===== src/rtl/dtt_crossbar_egress_if.sv =====
// Egress FIFO bus: crossbar-side push (no backpressure) and consumer-side valid/ready pop.
// The master modport is the surrounding logic; the slave modport is the FIFO itself.
interface dtt_crossbar_egress_if #(
    parameter int DATA_WIDTH = 32
);
    logic [DATA_WIDTH-1:0] xb_data;
    logic                  xb_valid;
    logic [DATA_WIDTH-1:0] m_data;
    logic                  m_valid;
    logic                  m_ready;

    modport master (
        output xb_data, xb_valid, m_ready,
        input  m_data, m_valid
    );

    modport slave (
        input  xb_data, xb_valid, m_ready,
        output m_data, m_valid
    );
endinterface


===== src/rtl/dtt_crossbar_egress.sv =====
// First-word-fall-through egress FIFO behind one crossbar output; words arriving when full are dropped.
// Define DTT_EGRESS_STATS_EN to add stat_clr, drop_count (saturating) and the sticky overflow flag.
module dtt_crossbar_egress #(
    parameter int DATA_WIDTH = 32,
    parameter int DEPTH      = 4,
    parameter int CNT_WIDTH  = 16
) (
    input  logic                    clk,
    input  logic                    rst_n,
    dtt_crossbar_egress_if.slave    bus,
    output logic [$clog2(DEPTH):0]  level
`ifdef DTT_EGRESS_STATS_EN
    ,
    input  logic                    stat_clr,
    output logic [CNT_WIDTH-1:0]    drop_count,
    output logic                    overflow
`endif
);

    localparam int AW = $clog2(DEPTH);
    localparam int PW = AW + 1;

    if (DEPTH < 2 || (DEPTH & (DEPTH - 1)) != 0) begin : g_bad_depth
        $error("dtt_crossbar_egress: DEPTH must be a power of two, at least 2");
    end
    if (CNT_WIDTH < 1) begin : g_bad_cnt
        $error("dtt_crossbar_egress: CNT_WIDTH must be at least 1");
    end

    logic [DATA_WIDTH-1:0] mem [DEPTH];
    logic [PW-1:0]         wr_ptr;
    logic [PW-1:0]         rd_ptr;
    logic                  full;
    logic                  empty;
    logic                  push;
    logic                  pop;

    // Extra pointer MSB tells full from empty when the index bits match.
    always_comb begin
        empty = (wr_ptr == rd_ptr);
        full  = (wr_ptr[AW] != rd_ptr[AW]) && (wr_ptr[AW-1:0] == rd_ptr[AW-1:0]);
        pop   = !empty && bus.m_ready;
        push  = bus.xb_valid && (!full || pop);
    end

    // Outputs come straight from state, so they never see m_ready or xb_valid.
    assign bus.m_valid = !empty;
    assign bus.m_data  = mem[rd_ptr[AW-1:0]];
    assign level       = wr_ptr - rd_ptr;

    // NOTE: sequential state uses non-blocking assignments so every register samples pre-edge values.
    always_ff @(posedge clk or negedge rst_n) begin
        if (!rst_n) begin
            wr_ptr <= '0;
            rd_ptr <= '0;
        end else begin
            if (push) wr_ptr <= wr_ptr + PW'(1);
            if (pop)  rd_ptr <= rd_ptr + PW'(1);
        end
    end

    // NOTE: storage is deliberately not reset; pointers alone define which entries are live.
    always_ff @(posedge clk) begin
        if (push) mem[wr_ptr[AW-1:0]] <= bus.xb_data;
    end

`ifdef DTT_EGRESS_STATS_EN
    logic drop;

    assign drop = bus.xb_valid && full && !pop;

    // A clear coincident with a discard leaves that discard counted.
    always_ff @(posedge clk or negedge rst_n) begin
        if (!rst_n) begin
            drop_count <= '0;
            overflow   <= 1'b0;
        end else if (stat_clr) begin
            drop_count <= CNT_WIDTH'(drop);
            overflow   <= drop;
        end else if (drop) begin
            if (drop_count != '1) drop_count <= drop_count + CNT_WIDTH'(1);
            overflow <= 1'b1;
        end
    end
`endif

endmodule

===== src/flat_wrapper.sv =====
// flat-port wrapper written by rule: the top's interface ports become plain ports
module dtt_crossbar_egress_flat 
#(
    parameter int DATA_WIDTH = 32,
    parameter int DEPTH      = 4,
    parameter int CNT_WIDTH  = 16
)
  (clk, rst_n, level, bus_xb_data, bus_xb_valid, bus_m_ready, bus_m_data, bus_m_valid);
  dtt_crossbar_egress_if #(.DATA_WIDTH(DATA_WIDTH)) bus_i ();
  input  logic clk;
  input  logic rst_n;
  output logic [$clog2(DEPTH):0] level;
  input wire logic [$bits(bus_i.xb_data)-1:0] bus_xb_data;
  input wire logic [$bits(bus_i.xb_valid)-1:0] bus_xb_valid;
  input wire logic [$bits(bus_i.m_ready)-1:0] bus_m_ready;
  output wire logic [$bits(bus_i.m_data)-1:0] bus_m_data;
  output wire logic [$bits(bus_i.m_valid)-1:0] bus_m_valid;
  assign bus_i.xb_data = bus_xb_data;
  assign bus_i.xb_valid = bus_xb_valid;
  assign bus_i.m_ready = bus_m_ready;
  assign bus_m_data = bus_i.m_data;
  assign bus_m_valid = bus_i.m_valid;
  dtt_crossbar_egress #(.DATA_WIDTH(DATA_WIDTH), .DEPTH(DEPTH), .CNT_WIDTH(CNT_WIDTH)) u_core (.clk(clk), .rst_n(rst_n), .bus(bus_i), .level(level));
endmodule

===== config.mk =====
export PLATFORM = sky130hd
export DESIGN_NAME = dtt_crossbar_egress_flat
export DESIGN_NICKNAME = d
export VERILOG_FILES = /design/src/rtl/dtt_crossbar_egress_if.sv /design/src/rtl/dtt_crossbar_egress.sv /design/src/flat_wrapper.sv
export SDC_FILE = /design/constraint.sdc
export NUM_CORES = 1
export LEC_CHECK = 0
export ABC_AREA = 1
export BUFFER_PORTS_ARGS = -buffer_cell sky130_fd_sc_hd__buf_2
export CORE_MARGIN = 4
export CORE_UTILIZATION = 51
export CTS_CLUSTER_DIAMETER = 30
export CTS_CLUSTER_SIZE = 28
export DETAILED_ROUTE_END_ITERATION = 6
export PLACE_DENSITY = 0.75
export SYNTH_ARGS = -nofsm -noshare
export SYNTH_HDL_FRONTEND = slang
export SYNTH_SLANG_ARGS = --single-unit

===== constraint.sdc =====
create_clock -name clk -period 3 [get_ports clk]
set_input_delay 0.9 -clock clk [delete_from_list [all_inputs] [get_ports clk]]
set_output_delay 0.9 -clock clk [all_outputs]
set_load 0.05 [all_outputs]

# Yosys cells after proc, flatten, opt, wreduce, memory -nomap -nowiden
# Memories as Yosys holds them, arrays and structs flattened.
# Cells that the tools add are included.
[op_classes]
eq_ne = 3
reduce_logical = 6
addsub = 3
n_mux = 2
[ops]
columns = ["op", "n"]
rows = [
  ["$add A3 B1 Y3 const B", 2],
  ["$eq A3 B3 Y1", 1],
  ["$logic_and A1 B1 Y1", 3],
  ["$sub A3 B3 Y3", 1],
  ["$eq A2 B2 Y1", 1],
  ["$logic_not A1 Y1", 2],
  ["$mux W1", 2],
  ["$logic_or A1 B1 Y1", 1],
  ["$ne A1 B1 Y1", 1],
]
[totals]
regBits = 6
word_cells = 17
output_inout_bits = 36
input_bits = 36
ramBits = 128
n_memories = 1
[memory_table]
columns = ["memory", "depth", "width", "read_ports", "rd_clocked_by_memory_dff", "write_ports", "line_no", "text"]
rows = [
  ["u_core.mem", 4, 32, 1, 0, 1, "dtt_crossbar_egress.sv:30", "logic [DATA_WIDTH-1:0] mem [DEPTH];"],
]

# Logic depth before layout (Yosys ltp)
[depth]
depth_word = 7
depth_mapped = 9
mapped_depth_nobuf = 8

# Worst setup path before layout
# OpenSTA, ideal clock, no wires.
[synth_timing]
path_kind = "reg2reg"
start = "register u_core.rd_ptr[1]"
end = "memory u_core.mem[0][0] (enable)"
arrival_ns = 2.700
setup_ns = 0.421
path_stages_with_launch = 9
period_less_slack_ns = 3.122
slack_ns = -0.122
path_cell_list = "dfrtp_1 inv_2 buf_2 ha_1 nand2_1 nor2_1 nand2_1 nand2_1 nor2_1"
[synth_between]
elab_chain_len = 7
word_cells_on_any_way = 10
[synth_rtl]
columns = ["item", "line_no", "text"]
rows = [
  ["from (decl)", "dtt_crossbar_egress.sv:32", "logic [PW-1:0] rd_ptr;"],
  ["from (signal assigned)", "dtt_crossbar_egress.sv:58", "if (pop) rd_ptr <= rd_ptr + PW'(1);"],
  ["$eq A3 B3 Y1 / $eq A2 B2 Y1 (equally long branches)", "dtt_crossbar_egress.sv:40, dtt_crossbar_egress.sv:41", ""],
  ["$logic_not A1 Y1 / $logic_and A1 B1 Y1 (equally long branches)", "dtt_crossbar_egress.sv:42, dtt_crossbar_egress.sv:41", ""],
  ["$logic_and A1 B1 Y1 / $logic_not A1 Y1 (equally long branches)", "dtt_crossbar_egress.sv:42, dtt_crossbar_egress.sv:43", ""],
  ["$logic_or A1 B1 Y1 (*)", "dtt_crossbar_egress.sv:43", "push = bus.xb_valid && (!full || pop);"],
  ["$logic_and A1 B1 Y1 (*)", "dtt_crossbar_egress.sv:43", ""],
  ["$mux W1 (*)", "dtt_crossbar_egress.sv:64", "if (push) mem[wr_ptr[AW-1:0]] <= bus.xb_data;"],
  ["$mux W1 (implied by the code) (*)", "dtt_crossbar_egress.sv:64", ""],
  ["to (decl)", "dtt_crossbar_egress.sv:30", ""],
]
# Every way passes the cells marked *; elsewhere a longest branch is shown, timed or not.

# Final worst setup path
[layout_timing]
start = "register u_core.rd_ptr[0]"
end = "output bus_m_data[17]"
[layout_between]
elab_chain_len = 1
[layout_rtl]
columns = ["item", "line_no", "text"]
rows = [
  ["$mem_v2 Z4 W32", "n/a", ""],
  ["to (decl)", "flat_wrapper.sv:16", "output wire logic [$bits(bus_i.m_data)-1:0] bus_m_data;"],
]
# No other way between the ends.

==> run summary <==
Final period utilization -> 96.4%
CP max stage cell -> dfrtp_2
Async SR Flop Fraction -> 4.48%
Initial DRT Pass Iterations -> 4
Row Count -> 36
Post-synth EDFFs -> 128
Die Span X -> 109 um
Final WL -> 10,700 um
Setup CP Type -> reg -> out
Post-Place Worst Slack -> 0.549 ns
RSZ-0062 raised after global routing -> true
Clock Sinks -> 134
GRT Util Overall -> 18.7%
Worst endpoint data arrival time -> 1.99 ns
Crit path cell chain -> inv_2, buf_6, nor2_1, o22ai_1, buf_2
Pin count of the biggest net entering global routing -> 36
Mapped Area -> 5190 sq um
Gr busiest metal -> met2
Max Clock Freq -> 0.346 GHz
Final Hold Viols -> 0
CP Max Fanout -> 35
Cells after Synth -> 369
Post-route ant nets -> 0
Status -> completed
Port Buffers -> 71
Max stage delay on crit path -> 0.46 ns
Congestion Overflow GR -> 0
Worst setup margin -> 0.109 ns
Core region area -> 9860 sq um
DRC -> 0
Share of the synthesized area in the top cell type -> 74.0%
Initial antenna violation count -> 0
Iter 0 DRT Violations -> 221
Final Skew -> 0.00843 ns
Top cell type by total area after synthesis -> edfxtp_1
Top delay family on crit path -> buffers and inverters
Share of cells above drive strength 1 -> 26.2%
Final setup violation count -> 0
Max Root-Sink Buffers -> 2
Max_cap viols -> 0
Clk slew on worst S/H paths -> 0.06 ns
Global-route wire length before repair -> 16,200 um
Synth Warn # -> 0
Pins Over Slew Limit -> 0
WP buf/inv -> 3
ANT cells -> 0
Vias per inst -> 5.43
Clock tree root driver cell -> clkbuf_8
Area growth from synthesis to layout -> 22.0%
I/O Pins -> 72
Worst Hold Class -> in -> async
Slew Limit Headroom -> 68.9%
Final min period -> 2.89 ns
Die Span Y -> 109 um
Post-synthesis sequential area ratio -> 76.9%
Post-DP HPWL -> 6550 um
Nets -> 497
Least-Margin Pin Slew -> 0.466 ns
Count leader, synth -> edfxtp_1
Startpoint Class -> flip-flop
Crit. End Element -> primary output
Skew-Pair Late Insertion Delay -> 0.51 ns
RD Place Congestion -> 0.790
Vias in the first global route -> 3,181
Critical path required time -> 2.10 ns
Dpl cell area -> 5750 sq um
Drt wl/cell -> 17.9 um
CTS tree -> built
Post-synthesis area per instance -> 14.1 sq um
Synth unique cells -> 18
Final Util -> 64.3%
Setup TNS -> 0 ns
Initial Utilization -> 52.7%
H-tree levels -> 4
Met2 usage -> 31.1%
M1 GR Usage -> 23.5%
Syn nets -> 413
Number of synthesized register bits -> 134
Most instantiated cells after synthesis -> edfxtp_1 (128), nor2_1 (69), o21ai_0 (44)
Met3 Use GR -> 6.39%
Vias -> 3,251
Design area -> 6340 sq um
Die area -> 11,900 sq um
Ys flop type -> edfxtp_1
Top cells by area, synth -> edfxtp_1 (74%), nor2_1 (5.0%), o21ai_0 (4.2%), o22ai_1 (3.9%), dfrtp_1 (2.9%)
CTS Buf Count -> 17
## what timing repair did
action | in CTS | in global routing
hold buffers | 0 | 0
endpoints found under the hold margin | 0 | 0
resized for setup | 2 | 9
buffers inserted | 0 | 1
setup endpoints to repair | 1 | 5
## layer usage
layer / vias up / part of all wire [%] / wire [um]
met1: 1597 / 41 / 4420
li1: 1536 / - / -
met2: 114 / 51 / 5440
met4: 0 / 0.63 / 68
met5: - / 0 / 0
met3: 4 / 7.5 / 808
## metrics by stage
step	hold WS, ns	std cells
finish	0.215	599
global route	0.190	599
CTS	0.190	598
detailed placement	0.528	566
global placement	0.516	566
floorplan	0.497	369
## area by class of cell
type	instances	area [sq um]
Timing Repair Buffer	85	524
Fill cell	713	3530
Tap cell	133	166
Clock buffer	17	414
Multi-Input combinational cell	202	1050
Inverter	13	48.8
Sequential cell	134	4000
Clock inverter	15	140
## state kept, by name (all words and copies together), names as in the netlist
register       flops
u_core.wr_ptr      3
u_core.mem       128
u_core.rd_ptr      3
## cells in the final DEF (no fill, tap or decap), types with 7 or more instances in the layout
master / instances
edfxtp_1: 128
nor2_1: 65
buf_2: 65
o21ai_0: 44
o22ai_1: 32
o21ai_1: 20
nand2_1: 19
clkbuf_16: 16
inv_1: 11
buf_4: 10
nand3_1: 7
ha_1: 7
inv_6: 7
## worst paths after layout
| path | endpoint | start | depth (start not counted) | slack [ns] |
|---|---|---|---|---|
| max | bus_m_data[17] | u_core.rd_ptr[0] | 5 | 0.11 |
| min | u_core.rd_ptr[2] | rst_n | 1 | 0.21 |
| max reg2reg | u_core.mem[3][2] | u_core.rd_ptr[1] | 8 | 0.59 |
| min reg2reg | u_core.wr_ptr[0] | u_core.wr_ptr[0] | 2 | 0.54 |
| max in group asynchronous | u_core.rd_ptr[0] | rst_n | 1 | 2.61 |
| min in group clk | u_core.wr_ptr[0] | u_core.wr_ptr[0] | 2 | 0.54 |
## kinds of logic after synthesis
kind of cell	count (synthesis)	synth area share, %
AOI/OAI and AO/OA	96	10.0
xor gates and xnor gates	3	0.506
adders and majority gates	8	2.07
buffers and inverters	33	3.47
DFF	134	76.9
and+or+nand+nor	95	7.03
Power is left out: the tool's default activity adds up to more than one toggle a clock period on the data nets, which glitch-free logic cannot reach.
